### src/rtl/uart_rx_fifo.sv
// rtl/uart_rx_fifo.sv - UART receive character FIFO (FWFT) with capture FSM, overrun and irq level
//
// Ports:
//   clk, rst_n      clock and synchronous active-low reset
//   clr             synchronous flush, also clears overrun
//   rx_done         receiver done level (one character per high episode)
//   rx_data         receiver data byte, stable while rx_done high
//   rx_err          receiver framing error, valid one cycle after rx_done rises
//   rd_en           single-cycle pop strobe
//   irq_thresh      interrupt level threshold (0 treated as 1)
//   rd_data/rd_err  head entry, forced to 0 while empty
//   empty/full/count occupancy status
//   overrun         sticky: character dropped because FIFO was full
//   rx_irq          count >= irq_thresh and not empty
module uart_rx_fifo #(
    parameter int DATA_W = 8,
    parameter int DEPTH  = 8,
    parameter int ADDR_W = 3
) (
    input  logic              clk,
    input  logic              rst_n,
    input  logic              clr,
    input  logic              rx_done,
    input  logic [DATA_W-1:0] rx_data,
    input  logic              rx_err,
    input  logic              rd_en,
    input  logic [ADDR_W:0]   irq_thresh,
    output logic [DATA_W-1:0] rd_data,
    output logic              rd_err,
    output logic              empty,
    output logic              full,
    output logic [ADDR_W:0]   count,
    output logic              overrun,
    output logic              rx_irq
);

    typedef enum logic [1:0] {
        IDLE     = 2'd0,
        CAPTURE  = 2'd1,
        WAIT_LOW = 2'd2
    } state_t;

    localparam logic [ADDR_W:0]   FULL_CNT = (ADDR_W+1)'(DEPTH);
    localparam logic [ADDR_W:0]   CNT_ONE  = (ADDR_W+1)'(1);
    localparam logic [ADDR_W-1:0] PTR_ONE  = ADDR_W'(1);

    state_t            state;
    state_t            state_nxt;
    logic [DATA_W:0]   mem [DEPTH];
    logic [DATA_W:0]   head;
    logic [ADDR_W-1:0] wr_ptr;
    logic [ADDR_W-1:0] rd_ptr;
    logic [ADDR_W:0]   cnt;
    logic [ADDR_W:0]   thresh_eff;
    logic              ovr;
    logic              capture;
    logic              do_pop;
    logic              do_push;
    logic              drop;

    always_comb begin
        state_nxt = state;
        case (state)
            IDLE:     if (rx_done) state_nxt = CAPTURE;
            CAPTURE:  state_nxt = WAIT_LOW;
            WAIT_LOW: if (!rx_done) state_nxt = IDLE;
            default:  state_nxt = IDLE;
        endcase
    end

    assign empty   = (cnt == '0);
    assign full    = (cnt == FULL_CNT);
    assign count   = cnt;
    assign overrun = ovr;

    // A pop in the capture cycle frees the slot the incoming character needs.
    assign capture = (state == CAPTURE);
    assign do_pop  = rd_en && !empty;
    assign do_push = capture && (!full || do_pop);
    assign drop    = capture && full && !do_pop;

    always_ff @(posedge clk) begin
        if (!rst_n) begin
            state  <= IDLE;
            wr_ptr <= '0;
            rd_ptr <= '0;
            cnt    <= '0;
            ovr    <= 1'b0;
        end else if (clr) begin
            // A character still signalled on rx_done must not be captured again.
            state  <= rx_done ? WAIT_LOW : IDLE;
            wr_ptr <= '0;
            rd_ptr <= '0;
            cnt    <= '0;
            ovr    <= 1'b0;
        end else begin
            state <= state_nxt;
            if (do_push) wr_ptr <= wr_ptr + PTR_ONE;
            if (do_pop)  rd_ptr <= rd_ptr + PTR_ONE;
            case ({do_push, do_pop})
                2'b10:   cnt <= cnt + CNT_ONE;
                2'b01:   cnt <= cnt - CNT_ONE;
                default: cnt <= cnt;
            endcase
            if (drop) ovr <= 1'b1;
        end
    end

    // Storage is not reset; outputs are gated while empty instead.
    always_ff @(posedge clk) begin
        if (rst_n && !clr && do_push) mem[wr_ptr] <= {rx_err, rx_data};
    end

    assign head       = mem[rd_ptr];
    assign rd_data    = empty ? '0 : head[DATA_W-1:0];
    assign rd_err     = !empty && head[DATA_W];
    assign thresh_eff = (irq_thresh == '0) ? CNT_ONE : irq_thresh;
    assign rx_irq     = !empty && (cnt >= thresh_eff);

endmodule
### config.mk
export PLATFORM = sky130hd
export DESIGN_NAME = uart_rx_fifo
export DESIGN_NICKNAME = d
export VERILOG_FILES = /design/src/rtl/uart_rx_fifo.sv
export SDC_FILE = /design/constraint.sdc
export NUM_CORES = 1
export LEC_CHECK = 0
export ABC_CLOCK_PERIOD_IN_PS = 5500
export CAP_MARGIN = 20
export CORE_UTILIZATION = 50
export DETAILED_ROUTE_END_ITERATION = 8
export GPL_ROUTABILITY_DRIVEN = 1
export GPL_TIMING_DRIVEN = 0
export PLACE_DENSITY = 0.77
export SYNTH_ARGS = -nofsm -noshare
export SYNTH_HDL_FRONTEND = slang
export SYNTH_SLANG_ARGS = --single-unit
### constraint.sdc
create_clock -name clk -period 5.5 [get_ports clk]
set_input_delay 0.825 -clock clk [delete_from_list [all_inputs] [get_ports clk]]
set_output_delay 0.825 -clock clk [all_outputs]
set_load 0.01 [all_outputs]
Word level (Yosys, flattened, before mapping):

Memory sizes are Yosys's and may differ from the RTL's. A register that Yosys moved wholly into a read port is not among the register bits.
Index checks and enable logic that the tools add are counted.

* register bits after elaboration: 13
* bits in writable memories: 72
* input port bits: 18
* output and inout bits: 17
* word-level logic and storage cells: 50
* memories kept: 1

* add/sub/neg operators: 4
* $lt $le $gt $ge: 1
* eq/ne operators: 7
* multiplexer cells: 12
* bitwise gates (word level): 1
* reduce and logical (&&, ||, !) cells: 19

Memories
* mem: depth 8, width 9, read ports 1, clocked after memory_dff 1, wr ports 1, line 49 `logic [DATA_W:0] mem [DEPTH];`

Operator list (number)
* 1-bit logical AND: 8
* 4-bit logical NOT: 2
* 2-bit two-way mux: 4
* 8-bit two-way mux: 1
* 4-bit case mux with 2 select lines: 1
* 3-bit by 1-bit adder with 3-bit output, second input constant: 2
* 3-bit two-way mux: 2
* 3-bit != test, second input constant: 2
* 2-bit case mux with 3 select lines: 1
* 4-bit by 1-bit adder with 4-bit output, second input constant: 1
* 2-bit by 1-bit == test with 1-bit output, second input constant: 2
* 2-bit == test, second input constant: 2
* 4-bit == test, second input constant: 1
* 4-bit >= comparator: 1
* 1-bit logical NOT: 4
* 4-bit two-way mux: 1
* 4-bit by 1-bit subtractor with 4-bit output, second input constant: 1
* 2-bit logical NOT: 1
* 1-bit two-way mux: 2
* 2-bit AND reduction: 1
* 2-bit nonzero test: 1
* 2-bit OR reduction: 1
* 1-bit logical OR: 1
* 1-bit inverter: 1

Logic depth before layout (Yosys ltp):

* depth after elaboration: 8
* gate-level depth with buffers: 8
* depth with buffers taken out: 7

Worst setup path after synthesis:

OpenSTA, ideal clock, no wires.

* kind: input -> output
* start: input port irq_thresh[2]
* end: output port rx_irq
* arrival: 1.948 ns
* path slack: 2.727 ns
* cell stages on the path: 7
* buffers on the path: 0
* cells stage by stage: inv_1 a31o_2 ha_1 nand2b_1 a21o_1 a211oi_1 nor3_1

* cells in the longest elaborated chain, start to end: 4

Ends and longest elaborated chain
* start, declared: line 27 `input logic [ADDR_W:0] irq_thresh,`
* 4-bit logical NOT: line 117 `assign thresh_eff = (irq_thresh == '0) ? CNT_ONE : irq_thresh;`
* 4-bit two-way mux *: line 117
* 4-bit >= comparator *: line 118 `assign rx_irq = !empty && (cnt >= thresh_eff);`
* 1-bit logical AND *: line 118
* end, declared: line 34 `output logic rx_irq`

Mark *: on every way between the ends. The rest lies on a longest branch, timed or not.

Final worst setup path:

Same ends and word-level chain as after synthesis.

==> flow_summary.ini <==
[outcome]
status = completed

[synthesis]
synth_area_leaders = edfxtp_1 (59%), mux4_2 (11%), dfxtp_1 (8.7%)
yosys.area.top_type_share_pct = 58.76
synthDistinctLibCells = 39
yosysTopAreaCell = edfxtp_1
synthCells = 226
syn-num-nets = 251
ys_async_sr_fraction_pct = 0
synthesis.area_sq_um = 3680
synth-edff-count = 72
synth_area_per_cell_sq_um = 16.28
synth_warnings = 0
synth_ff_type = edfxtp_1
yosysSeqAreaShare_pct = 67.46
ys_ff_latch = 88

[place]
place_congestion = 0.7333
dp.cells = 355
io_buffers = 33
place_area_sq_um = 4140
hpwl_um = 4199

[global_route]
grt_max_degree = 16
grt_overflow = 0
grt_pass1_wl_um = 10230
grt_pass1_vias = 1986
antenna_found_initial = 0
grt.total_usage_pct = 18.64

[critical_path]
cp.required_ns = 4.68
path_class = input pin to primary output
critPathMaxFanout = 2
cp_cell_sequence = clkdlybuf4s50_1 -> inv_1 -> a31o_2 -> ha_1 -> nand2b_1 -> a21o_1 -> a211oi_1 -> nor3_1 -> clkdlybuf4s50_1
regToRegSetupSlack_ns = 3.02
crit_path_top_delay_cell = clkdlybuf4s50_1
timing.rr.end = mem[1][6]$_DFFE_PP_
crit_cells = 9
crit_family = buffers and inverters
start_kind = input pin
cp_data_arrival_time_ns = 2.96
endpoint = rx_irq
cp_num_buf_inv = 3
reg2reg_from = count[2]$_SDFFE_PP0P_
reg2reg_depth = 5
max_stage_delay_ns = 0.50
end_kind = primary output
path_common_cell = clkdlybuf4s50_1
crit_path_start = irq_thresh[2]

[layout]
area_growth_pct = 17.78
nets = 295
final_cell_mix = edfxtp_1 (72), clkdlybuf4s50_1 (33), nor2_1 (28)
drive_above_1_share_pct = 18.91
antenna_cells = 0
design_area_sq_um = 4334
final_common_cell = edfxtp_1
stdcell_count = 371

[clock_network]
clk_path_buf_depth = 2
root_buffer = clkbuf_8
tritoncts = built
clkTransAtPathRegs_ns = 0.09
cts_resized = 0
postCtsSetupRepairBufs = 0
numCtsBuffers = 9
ctsHoldBuffers = 0
htreeDepth = 3
clkLatencyLatePin_ns = 0.34
numClockSinks = 88

[detailed_routing]
vias = 2026
routed_wl_um = 6527
first_pass_iters = 4
drc = 0
via_per_inst = 5.461
postRouteAntennaNets = 0
wl_per_cell_um = 17.59
dr.first_iter.drc_count = 140

[timing]
period_share_pct = 68.76
tightest_slew_ns = 1.073
relSlewSlack_pct = 28.23
fmax_mhz = 264.4
hold_ws_ns = 0.4688
slew_violations = 0
hold_viol = 0
setup_tns_ns = 0
fin_skew_ns = 0.007287
min_period_ns = 3.782
rsz0062_at_grt = no
final-setup-viol-count = 0

[floorplanning]
rows = 30
start_util_pct = 52.99
die_h_um = 87.79
io_pins = 35
coreArea_sq_um = 6944
die_x_um = 87.79
fp.dieArea_sq_um = 7706

[job]
maxCapViolCount = 0

[min_path]
hp-class = register to register

[power]
worst_ir_drop_vdd_uv = 146.9
p_total_uw = 1200
leakagePower_uw = 0.001423
p_per_area_nw_per_um2 = 276.9
[worst min path at each step]
stage,start,endpoint,slack [ns],depth (start not counted)
floorplan,state[1]$_SDFFE_PN0P_,state[0]$_SDFFE_PN0P_,0.42,1
global placement,state[1]$_SDFFE_PN0P_,state[0]$_SDFFE_PN0P_,0.44,1
detailed placement,state[1]$_SDFFE_PN0P_,state[0]$_SDFFE_PN0P_,0.46,1
CTS,state[1]$_SDFFE_PN0P_,state[0]$_SDFFE_PN0P_,0.47,1
global route,state[1]$_SDFFE_PN0P_,state[0]$_SDFFE_PN0P_,0.48,1
finish,state[1]$_SDFFE_PN0P_,state[0]$_SDFFE_PN0P_,0.47,1
[layer usage]
layer | share of wire, % | wire length (um) | GRT usage [%]
met1 | 45 | 2930 | 25.08
met2 | 50 | 3271 | 30.51
met3 | 4.5 | 291 | 3.299
met4 | 0.51 | 33 | 7.154
met5 | 0 | 0 | 0
[cell type report]
type	count	area, sq um
Clock buffer	9	123.9
Sequential cell	88	2482
Timing Repair Buffer	33	330.3
Fill cell	511	2610
Multi-Input combinational cell	119	1111
Buffer	12	68.82
Tap cell	96	120.1
Inverter	7	27.53
Clock inverter	7	70.07
[cells in the mapped netlist (all sizes together), types with 2 or more instances]
master / number
a21oi: 2
buf: 9
clkbuf: 3
dfxtp: 16
edfxtp: 72
ha: 7
inv: 6
mux2i: 13
mux4: 18
nand2: 4
nand2b: 5
nand3: 2
nor2: 28
nor3: 11
nor4: 2
nor4b: 2
o21a: 2
o21ai: 4
or3: 2
xnor2: 2
xor2: 3
[worst register-to-register path: stages (launching register included)]
cell and delay (ns):
dfxtp_1 0.35, buf_2 0.22, or4b_4 0.20, o21ai_2 0.09
or3_1 0.39, nor2_1 0.85
[registers in the layout (all words and copies together), names as in the netlist, named ones only]
signal / cells
overrun: 1
count: 4
wr_ptr: 3
mem: 72
state: 2
rd_ptr: 3
[logic make-up (layout without fill, tap and decap cells)]
logic type | Yosys count | count (layout) | synth area share (%)
AOI/OAI and AO/OA | 16 | 16 | 3.842
buffers and inverters | 19 | 68 | 2.618
DFF | 88 | 88 | 67.46
muxes | 31 | 31 | 14.55
and+or+nand+nor | 60 | 60 | 7.956
xor gates and xnor gates | 5 | 5 | 1.190
adders and majority gates | 7 | 7 | 2.380
[metrics by stage]
stage / setup slack [ns] / util, %
CTS: 1.707 / 62.41
finish: 1.718 / 62.41
global placement: 1.733 / 59.48
global route: 1.665 / 62.41
detailed placement: 1.714 / 59.62
floorplan: 2.727 / -
[power by group]
group / internal, uW / leakage [uW] / switching (uW)
Combinational: 23.4 / 0.000547 / 22.8
Sequential: 720 / 0.000776 / 1.39
Clock: 211 / 0.0000998 / 221
No activity file was read; power rests on OpenSTA's default activity.
